File: src/rtl/cache_fill_ctrl.sv
// rtl/cache_fill_ctrl.sv - 2-way set-associative cache controller: hit/miss, LRU upkeep, word-by-word block fill
module cache_fill_ctrl #(
  parameter int NUM_SETS = 64,
  parameter int WORDS    = 8
) (
  input  logic                clk,
  input  logic                rst,
  input  logic                req,
  input  logic [15:0]         addr,
  input  logic [7:0]          meta0,
  input  logic [7:0]          meta1,
  input  logic                mem_data_valid,
  output logic [NUM_SETS-1:0] set_enable,
  output logic [7:0]          meta_din,
  output logic                meta_wr0,
  output logic                meta_wr1,
  output logic                data_wr,
  output logic                data_way,
  output logic [WORDS-1:0]    word_sel,
  output logic                mem_req,
  output logic [15:0]         mem_addr,
  output logic                hit,
  output logic                hit_way,
  output logic                stall
);

  localparam int IW = $clog2(NUM_SETS);
  localparam int WW = $clog2(WORDS);
  localparam int TW = 16 - IW - WW - 1;

  localparam logic [2:0] S_IDLE    = 3'd0;
  localparam logic [2:0] S_HIT_LRU = 3'd1;
  localparam logic [2:0] S_FILL    = 3'd2;
  localparam logic [2:0] S_META_WR = 3'd3;
  localparam logic [2:0] S_LRU_WR  = 3'd4;

  logic [2:0]    state;
  logic [TW-1:0] lat_tag;
  logic [IW-1:0] lat_idx;
  logic [7:0]    lat_meta0;
  logic          lat_hit_way;
  logic          victim;
  logic [WW-1:0] issue_cnt;
  logic [WW-1:0] ret_cnt;
  logic          issue_done;

  logic [TW-1:0] addr_tag;
  logic [IW-1:0] addr_idx;
  logic [IW-1:0] sel_idx;
  logic          tag_match0, tag_match1, any_hit, miss, hw, lru_change, victim_sel;
  logic          bits_unused;

  assign addr_tag    = addr[15:16-TW];
  assign addr_idx    = addr[15-TW -: IW];
  assign tag_match0  = meta0[7] & (meta0[5:0] == addr_tag);
  assign tag_match1  = meta1[7] & (meta1[5:0] == addr_tag);
  assign any_hit     = req & (tag_match0 | tag_match1);
  assign miss        = req & ~(tag_match0 | tag_match1);
  assign hw          = ~tag_match0;
  // meta0[6]=1 means way1 is LRU; a hit only costs a cycle when it flips that bit
  assign lru_change  = hw ? meta0[6] : ~meta0[6];
  assign victim_sel  = ~meta0[7] ? 1'b0 : (~meta1[7] ? 1'b1 : meta0[6]);
  assign sel_idx     = (state == S_IDLE) ? addr_idx : lat_idx;
  assign bits_unused = ^{meta1[6], addr[0], lat_meta0[6]};

  always_ff @(posedge clk or negedge rst) begin
    if (!rst) begin
      state       <= S_IDLE;
      lat_tag     <= '0;
      lat_idx     <= '0;
      lat_meta0   <= '0;
      lat_hit_way <= 1'b0;
      victim      <= 1'b0;
      issue_cnt   <= '0;
      ret_cnt     <= '0;
      issue_done  <= 1'b0;
    end else begin
      case (state)
        S_IDLE: begin
          if (any_hit && lru_change) begin
            lat_idx     <= addr_idx;
            lat_meta0   <= meta0;
            lat_hit_way <= hw;
            state       <= S_HIT_LRU;
          end else if (miss) begin
            lat_tag   <= addr_tag;
            lat_idx   <= addr_idx;
            lat_meta0 <= meta0;
            victim    <= victim_sel;
            state     <= S_FILL;
          end
        end
        S_HIT_LRU: state <= S_IDLE;
        S_FILL: begin
          if (!issue_done) begin
            issue_cnt <= issue_cnt + 1'b1;
            if (issue_cnt == WW'(WORDS - 1)) issue_done <= 1'b1;
          end
          if (mem_data_valid) begin
            ret_cnt <= ret_cnt + 1'b1;
            if (ret_cnt == WW'(WORDS - 1)) begin
              issue_cnt  <= '0;
              issue_done <= 1'b0;
              state      <= S_META_WR;
            end
          end
        end
        S_META_WR: state <= victim ? S_LRU_WR : S_IDLE;
        S_LRU_WR:  state <= S_IDLE;
        default:   state <= S_IDLE;
      endcase
    end
  end

  always_comb begin
    set_enable = NUM_SETS'(1) << sel_idx;
    meta_din   = '0;
    meta_wr0   = 1'b0;
    meta_wr1   = 1'b0;
    data_wr    = 1'b0;
    data_way   = 1'b0;
    word_sel   = '0;
    mem_req    = 1'b0;
    mem_addr   = '0;
    hit        = 1'b0;
    hit_way    = 1'b0;
    stall      = 1'b0;
    case (state)
      S_IDLE: begin
        hit     = any_hit;
        hit_way = any_hit & hw;
        stall   = miss;
      end
      S_HIT_LRU: begin
        stall    = 1'b1;
        meta_wr0 = 1'b1;
        meta_din = {lat_meta0[7], ~lat_hit_way, lat_meta0[5:0]};
      end
      S_FILL: begin
        stall   = 1'b1;
        mem_req = ~issue_done;
        if (!issue_done) mem_addr = {lat_tag, lat_idx, issue_cnt, 1'b0};
        data_wr = mem_data_valid;
        if (mem_data_valid) begin
          data_way = victim;
          word_sel = WORDS'(1) << ret_cnt;
        end
      end
      S_META_WR: begin
        stall    = 1'b1;
        meta_wr0 = ~victim;
        meta_wr1 = victim;
        meta_din = {1'b1, ~victim, lat_tag};
      end
      S_LRU_WR: begin
        stall    = 1'b1;
        meta_wr0 = 1'b1;
        meta_din = {lat_meta0[7], 1'b0, lat_meta0[5:0]};
      end
      default: ;
    endcase
  end

endmodule

File: config.mk
export PLATFORM = sky130hd
export DESIGN_NAME = cache_fill_ctrl
export DESIGN_NICKNAME = d
export VERILOG_FILES = /design/src/rtl/cache_fill_ctrl.sv
export SDC_FILE = /design/constraint.sdc
export NUM_CORES = 1
export LEC_CHECK = 0
export ABC_AREA = 1
export CORE_ASPECT_RATIO = 1.1
export CORE_UTILIZATION = 37
export DETAILED_ROUTE_END_ITERATION = 7
export GPL_TIMING_DRIVEN = 0
export PLACE_DENSITY = 0.88
export SYNTH_ARGS = -nofsm -noshare
export SYNTH_HDL_FRONTEND = slang
export SYNTH_SLANG_ARGS = --single-unit
File: constraint.sdc
create_clock -name clk -period 1.7 [get_ports clk]
set_input_delay 0.34 -clock clk [delete_from_list [all_inputs] [get_ports clk]]
set_output_delay 0.34 -clock clk [all_outputs]
set_load 0.01 [all_outputs]
==> results of run 1 <==
[flip-flops by register name, summed over array words and instances (netlist names)]
| register | flops |
|---|---|
| lat_meta0 | 7 |
| lat_idx | 6 |
| lat_tag | 6 |
| issue_cnt | 3 |
| ret_cnt | 3 |
| state | 3 |
| issue_done | 1 |
| lat_hit_way | 1 |
| victim | 1 |
[worst max path at each step]
stage                         start             end  cells after the start
2_1_floorplan  state[1]$_DFFE_PN0P_  set_enable[58]                     10
5_1_grt        state[0]$_DFFE_PN0P_  set_enable[10]                     12
3_3_place_gp               addr[15]           stall                     12
4_1_cts        state[0]$_DFFE_PN0P_  set_enable[43]                     11
3_5_place_dp               addr[15]         hit_way                     14
6_report       state[0]$_DFFE_PN0P_  set_enable[48]                     12
[synth_stat cells]
cell,n,area (um2)
a21oi_1,5,25.0
buf_2,6,30.0
buf_4,3,22.5
buf_6,1,11.3
buf_8,1,15.0
clkbuf_1,6,22.5
conb_1,1,3.75
dfrtp_1,31,776
ha_1,9,113
inv_1,66,248
inv_2,8,30.0
nand2_1,148,556
nand2_2,4,25.0
nand2_4,1,11.3
nand3_1,20,100
nand3_4,2,35.0
nand4_1,3,18.8
nor2_1,121,454
nor2_2,2,12.5
nor2_4,3,33.8
nor2_8,1,20.0
nor3_1,7,35.0
o21ai_0,7,35.0
o21ai_1,8,40.0
o21ai_2,4,35.0
o21ai_4,1,16.3
o22ai_1,7,43.8
o31ai_1,1,7.51
o32ai_1,1,8.76
xor2_1,1,8.76
[what timing repair did]
action / in CTS / in global routing
endpoints found under the setup margin: 157 / 124
gates resized for setup: 635 / 121
buffers inserted: 76 / 24
gates cloned: 1 / 2
pin swaps: 53 / 34
[where the power goes]
| part | internal, uW | total [uW] | switching [uW] |
|---|---|---|---|
| logic | 3080 | 7830 | 4750 |
| clock network | 475 | 829 | 354 |
| registers | 1070 | 1420 | 348 |
[final cells by class]
| cell class | instances | area [um2] |
|---|---|---|
| buffer | 17 | 218 |
| clock buffer | 6 | 82.6 |
| clock inverter | 2 | 35.0 |
| fill | 432 | 1420 |
| inverter | 74 | 307 |
| multi-input combinational | 357 | 2470 |
| sequential | 31 | 777 |
| tap | 85 | 106 |
| timing repair buffer | 235 | 1740 |
[metal layers]
metal	vias to the layer above	track usage, %	share of wire (%)
li1	1942	-	-
met1	2094	33.2	34
met2	370	62.9	50
met3	114	5.38	8.5
met4	0	18.9	8.3
met5	-	0	0
[worst reg2reg max path: stages, from the launching register on]
cell	delay, ns
dfrtp_1	0.47
nor2_4	0.16
nand2_4	0.08
buf_4	0.14
buf_4	0.14
clkinvlp_4	0.09
buf_6	0.11
nand2_4	0.05
buf_4	0.12
buf_4	0.12
buf_4	0.13
buf_4	0.13
buf_4	0.15
nor2_4	0.07
a21oi_1	0.07
[kinds of logic after synthesis]
family / count (synthesis) / synth area share [%]
flip-flops: 31 / 27.8
other: 1 / 0.134
XOR/XNOR: 1 / 0.314
AO/OA/AOI/OAI: 34 / 7.57
adder cells (fa/ha/maj): 9 / 4.03
buffers and inverters: 91 / 13.6
AND/OR/NAND/NOR: 312 / 46.6
[through the flow]
step                setup WS [ns]  area [um2]
floorplan                  -0.146        2950
detailed placement          -1.03        4390
CTS                        -0.723        5310
global route               -0.976        5740
finish                     -0.905        5740
global placement           -0.967        4390
==> out/metrics.csv, run 1 <==
metric;value;unit
crit_chain;nor2_4 -> nand2_4 -> buf_6 -> o21ai_4 -> inv_2 -> nor2_4 -> nand2_4 -> nor2_4 -> buf_6 -> nand2_4 -> nor2_2 -> buf_2;
start_util;39.0;%
grt_overflow;0;
rows;32;
power;10100;uW
drv_cap;0;
holdWs;0.0858;ns
ys_seq_area_share;27.8;%
ys_seq_elements;31;
cts_root_buffer;clkbuf_8;
core;7170;um2
required;1.36;ns
clock_latency;0.31;ns
status;complete, but fails checks;
ios;140;
drt_iter0_drc;285;
final_common_cell;buf_2;
synthesis.instances;479;
cp-end-kind;output port;
clk_pin_slew;0.09;ns
regToRegStartpoint;state[0]$_DFFE_PN0P_;
setup_violations;132;
startpoint_type;flip-flop;
cts.sinks;31;
dp.cells;697;
routedWlPerCell;19.4;um
die_w;84.8;um
worst_slew_pin_slew;0.775;ns
cts_hold_buf;0;
rr_endpoint;state[1]$_DFFE_PN0P_;
relSlewSlack;48.3;%
leakage;0.00306;uW
antennaDiodeCount;0;
cts_tree;built;
die_y;93.1;um
via_per_inst;5.60;
max-vdd-ir-drop;0.00116;V
place.port_buffers;133;
fin_ws;-0.905;ns
fin_nets;766;
tns;-79.00;ns
drc;16;
stdcell_count;807;
grt_setup_unrepaired;true;
ys_warn_count;0;
timing.final.crit_share;153;%
slowest_stage;dfrtp_1;
cts_buffers;5;
p_per_area;1760;nW/um2
routed_wl;15700;um
synth_cell_types;30;
vias;4520;
grt_max_degree;32;
dieArea;7900;um2
drive_gt1_share;65.4;%
slowest_delay;0.47;ns
finalCriticalPeriod;2.61;ns
cts_max_level;2;
violations;DRC, setup timing;
hp-class;in2async;
grt_pass1_vias;4295;
firstDrtPassIters;7;
crit_fanout;3;
path_buf_inv;4;
skew;0.0210;ns
final_util;80.1;%
grt_usage;32.7;%
antenna_found_initial;0;
max_freq;0.384;GHz
rrSetupSlack;-0.45;ns
final_cell_mix;89 x buf_2, 87 x nand2_1, 82 x buf_4;
worstRegToRegCells;14;
critical_path_class;reg2out;
grt_pass1_wl;20400;um
hold_viol;0;
ant_nets;0;
cp_top_family;simple AND/OR/NAND/NOR gates;
clockBufferDepth;2;
maxSlewViolCount;0;
dp_hpwl;7680;um
place_congestion;0.882;
syn_to_final_growth;106;%
syn-num-nets;524;
arrival;2.27;ns
avgSynthCellArea;5.83;um2
netlist_area;2790;um2
(Power assumes the default switching activity.)
==> inputs of run 2 (changes only) <==
- ABC_AREA: 1 -> unset
- CORE_UTILIZATION: 37 -> 36
- PLACE_DENSITY: 0.88 -> 0.87
==> run 2 against run 1 <==
  * The run still ends with DRC, setup timing left
  * Cell count is 17% lower
  * Core utilization grew 1.2 points
  * Synthesized cell count fell by 30%
  * Non-clock buffer count up 15
  * Clock skew fell by 0.0042 ns
  * Combinational power decreased by 7.4%
  * Worst hold slack better by 0.0031 ns
==> out/metrics.csv, run 2 <==
metric;value;unit;change
status;complete, but fails checks;;
violations;DRC, setup timing;;
final_util;81.3;%;+1.2 points
drt_iter0_drc;229;;-20%
max_freq;0.412;GHz;+7.4%
reg_top3;lat_meta0: 7 flops, lat_idx: 6 flops, lat_tag: 6 flops;;
grt_pass1_vias;3933;;-8.4%
rows;32;;unchanged
place_congestion;0.871;;-1.3%
fill_cells;364;;-16%
grt_pass1_wl;20900;um;+2.1%
firstDrtPassIters;7;;unchanged
synth_cell_types;41;;+37%
cp-end-kind;output port;;
worstRegToRegCells;8;;-6
ys_warn_count;0;;unchanged
syn_to_final_growth;117;%;
p_per_area;1630;nW/um2;-7.0%
yosys.area.top_type;dfrtp_1;;
regToRegStartpoint;state[1]$_DFFE_PN0P_;;
rrSetupSlack;-0.27;ns;+0.18 ns
top_register;lat_meta0;;
pwr-share-clk;6.3;%;-1.9 points
hold_viol;0;;unchanged
synthesis.instances;334;;-30%
synthTopCellsByArea;dfrtp_1 29%, nor2_1 12%, mux2_4 5.7%;;
slowest_delay;0.43;ns;-0.04 ns
start_util;37.4;%;-1.6 points
antennaDiodeCount;0;;unchanged
yosysTopAreaCellShare;29.3;%;+1.5 points
ys_seq_area_share;29.3;%;+1.5 points
drv_cap;0;;unchanged
die_w;83.8;um;-1.2%
avgSynthCellArea;7.94;um2;+36%
p_int;5150;uW;+11%
grt_usage;35.0;%;+2.3 points
routed_wl;14700;um;-6.4%
required;1.36;ns;about the same
grt_max_degree;32;;unchanged
antenna_found_initial;0;;unchanged
maxSlewViolCount;0;;unchanged
grt_setup_unrepaired;true;;
rr_endpoint;lat_idx[1]$_DFFE_PN0P_;;
comb_power_share;77.0;%;-0.7 points
dieArea;7710;um2;-2.4%
crit_fanout;7;;+4
clockBufferDepth;2;;unchanged
cts_max_level;2;;unchanged
path_depth;8;;-4
p_switching;4260;uW;-22%
path_buf_inv;4;;unchanged
arrival;2.09;ns;-0.18 ns
place.port_buffers;133;;unchanged
max-vdd-ir-drop;0.000915;V;-21%
leakage;0.00280;uW;-8.5%
critical_path_class;reg2out;;
crit_path_start;state[1]$_DFFE_PN0P_;;
dp_hpwl;6990;um;-9.0%
final_common_cell;buf_2;;
fin_nets;632;;-17%
ant_nets;0;;unchanged
setup_violations;127;;-3.8%
cts_hold_buf;0;;unchanged
cpMostUsedCell;buf_6;;
timing.final.crit_share;143;%;-11 points
synth-edff-count;0;;unchanged
worst_slew_pin_slew;0.723;ns;-0.0521 ns
clk_pin_slew;0.08;ns;about the same
netlist_area;2650;um2;-5.1%
fin_ws;-0.725;ns;+0.180 ns
ios;140;;unchanged
final_cell_mix;87 x buf_2, 77 x buf_6, 64 x buf_4;;
swShare;45.3;%;-8.8 points
clock_latency;0.30;ns;about the same
holdWs;0.0889;ns;+0.00312 ns
syn-num-nets;379;;-28%
async_reset_ff_share;100;%;unchanged
synth-main-ff-cell;dfrtp_1;;
finalCriticalPeriod;2.43;ns;-0.180 ns
yosys.cell_count.top_type;nor2_1;;
slowest_stage;dfrtp_1;;
die_y;92.0;um;-1.2%
cp_top_family;buffers and inverters;;
via_per_inst;5.82;;+3.9%
skew;0.0167;ns;-0.00423 ns
vias;3915;;-13%
cts_buffers;5;;unchanged
startpoint_type;flip-flop;;
seq_power_share;16.7;%;+2.6 points
ys_seq_elements;31;;unchanged
cts_tree;built;;
multi_input_area;2500;um2;+1.0%
routedWlPerCell;21.8;um;+12%
core;7090;um2;-1.1%
largest_register_ffs;7;;unchanged
hp-class;in2async;;
drive_gt1_share;68.9;%;+3.5 points
grt_overflow;0;;unchanged
cts.sinks;31;;unchanged
register_area;781;um2;+0.48%
cts_root_buffer;clkbuf_8;;
crit_end;set_enable[1];;
crit_chain;nor3_4 -> buf_6 -> buf_6 -> nor4_2 -> a31oi_2 -> buf_4 -> nor2_1 -> buf_2;;
relSlewSlack;51.8;%;+3.5 points
ys_top_cells_by_count;83 x nor2_1, 31 x dfrtp_1, 23 x and3_1, 21 x a31oi_1, 17 x nand2_1;;
drc;32;;+16
[run 2: worst min-delay path by stage]
stage                                   from                        to  slack, ns  cells after the start
floorplan                                rst  issue_cnt[0]$_DFFE_PN0P_       0.04                      0
global placement    issue_cnt[1]$_DFFE_PN0P_  issue_cnt[1]$_DFFE_PN0P_       0.50                      1
detailed placement                       rst    lat_idx[5]$_DFFE_PN0P_       0.43                      1
CTS                                      rst    lat_tag[3]$_DFFE_PN0P_       0.12                      1
global route                             rst    lat_idx[5]$_DFFE_PN0P_       0.15                      1
finish                                   rst    lat_tag[3]$_DFFE_PN0P_       0.09                      1
[run 2: what timing repair did]
item,4_1_cts,5_1_grt
gates resized for setup,648,76
cloned,9,0
hold endpoints to repair,0,0
buffers inserted,95,16
setup endpoints to repair,126,131
pin swaps,53,21
[run 2: logic make-up after synthesis]
logic type                 after synthesis  share of synthesized area, %
AOI/OAI and AO/OA                       45                          11.1
buffers and inverters                   31                          5.43
and+or+nand+nor                        178                          33.4
muxes                                   26                          12.1
xor gates and xnor gates                13                          4.29
other                                    1                         0.141
adders and majority gates                9                          4.25
DFF                                     31                          29.3
[run 2: per-layer routing]
metal,vias to the layer above,wire (um),global-route usage (%)
met5,-,0,0
met4,0,1110,19.5
li1,1667,-,-
met3,103,1120,6.66
met2,278,7620,67.1
met1,1867,4830,35.1
[run 2: power by group through the flow]
stage	Sequential [uW]	Combinational (uW)	Clock, uW
after CTS	1490	6310	574
after floorplan	1310	2620	0
after global placement	1360	4010	0
final	1570	7250	595
after global routing	1610	7540	629
after detailed placement	1390	4100	0
[run 2: layout make-up]
class	count	area share (%)
tap	85	1.85
clock buffer	7	1.32
timing repair buffer	252	35.6
buffer	15	3.52
clock inverter	1	0.0868
multi-input combinational	272	43.3
sequential	31	13.5
inverter	10	0.695
[run 2: worst reg2reg max path, delay by kind of cell (launching register included)]
| family | cells | cell delay [ns] |
|---|---|---|
| DFF | 1 | 0.43 |
| buffers and inverters | 3 | 0.44 |
| and+or+nand+nor | 2 | 0.37 |
| muxes | 1 | 0.30 |
| AOI/OAI and AO/OA | 2 | 0.30 |
[run 2: metrics by stage]
stage / instances / power, uW / setup slack (ns) / instance area, um2 / setup TNS [ns]
after global placement: 552 / 5370 / -0.998 / 4280 / -102.85
after floorplan: 334 / 3930 / -0.126 / 2850 / -7.66
final: 673 / 9410 / -0.725 / 5760 / -61.58
after CTS: 659 / 8370 / -0.563 / 5410 / -46.46
after detailed placement: 552 / 5500 / -1.01 / 4280 / -96.83
after global routing: 673 / 9780 / -0.758 / 5760 / -66.68
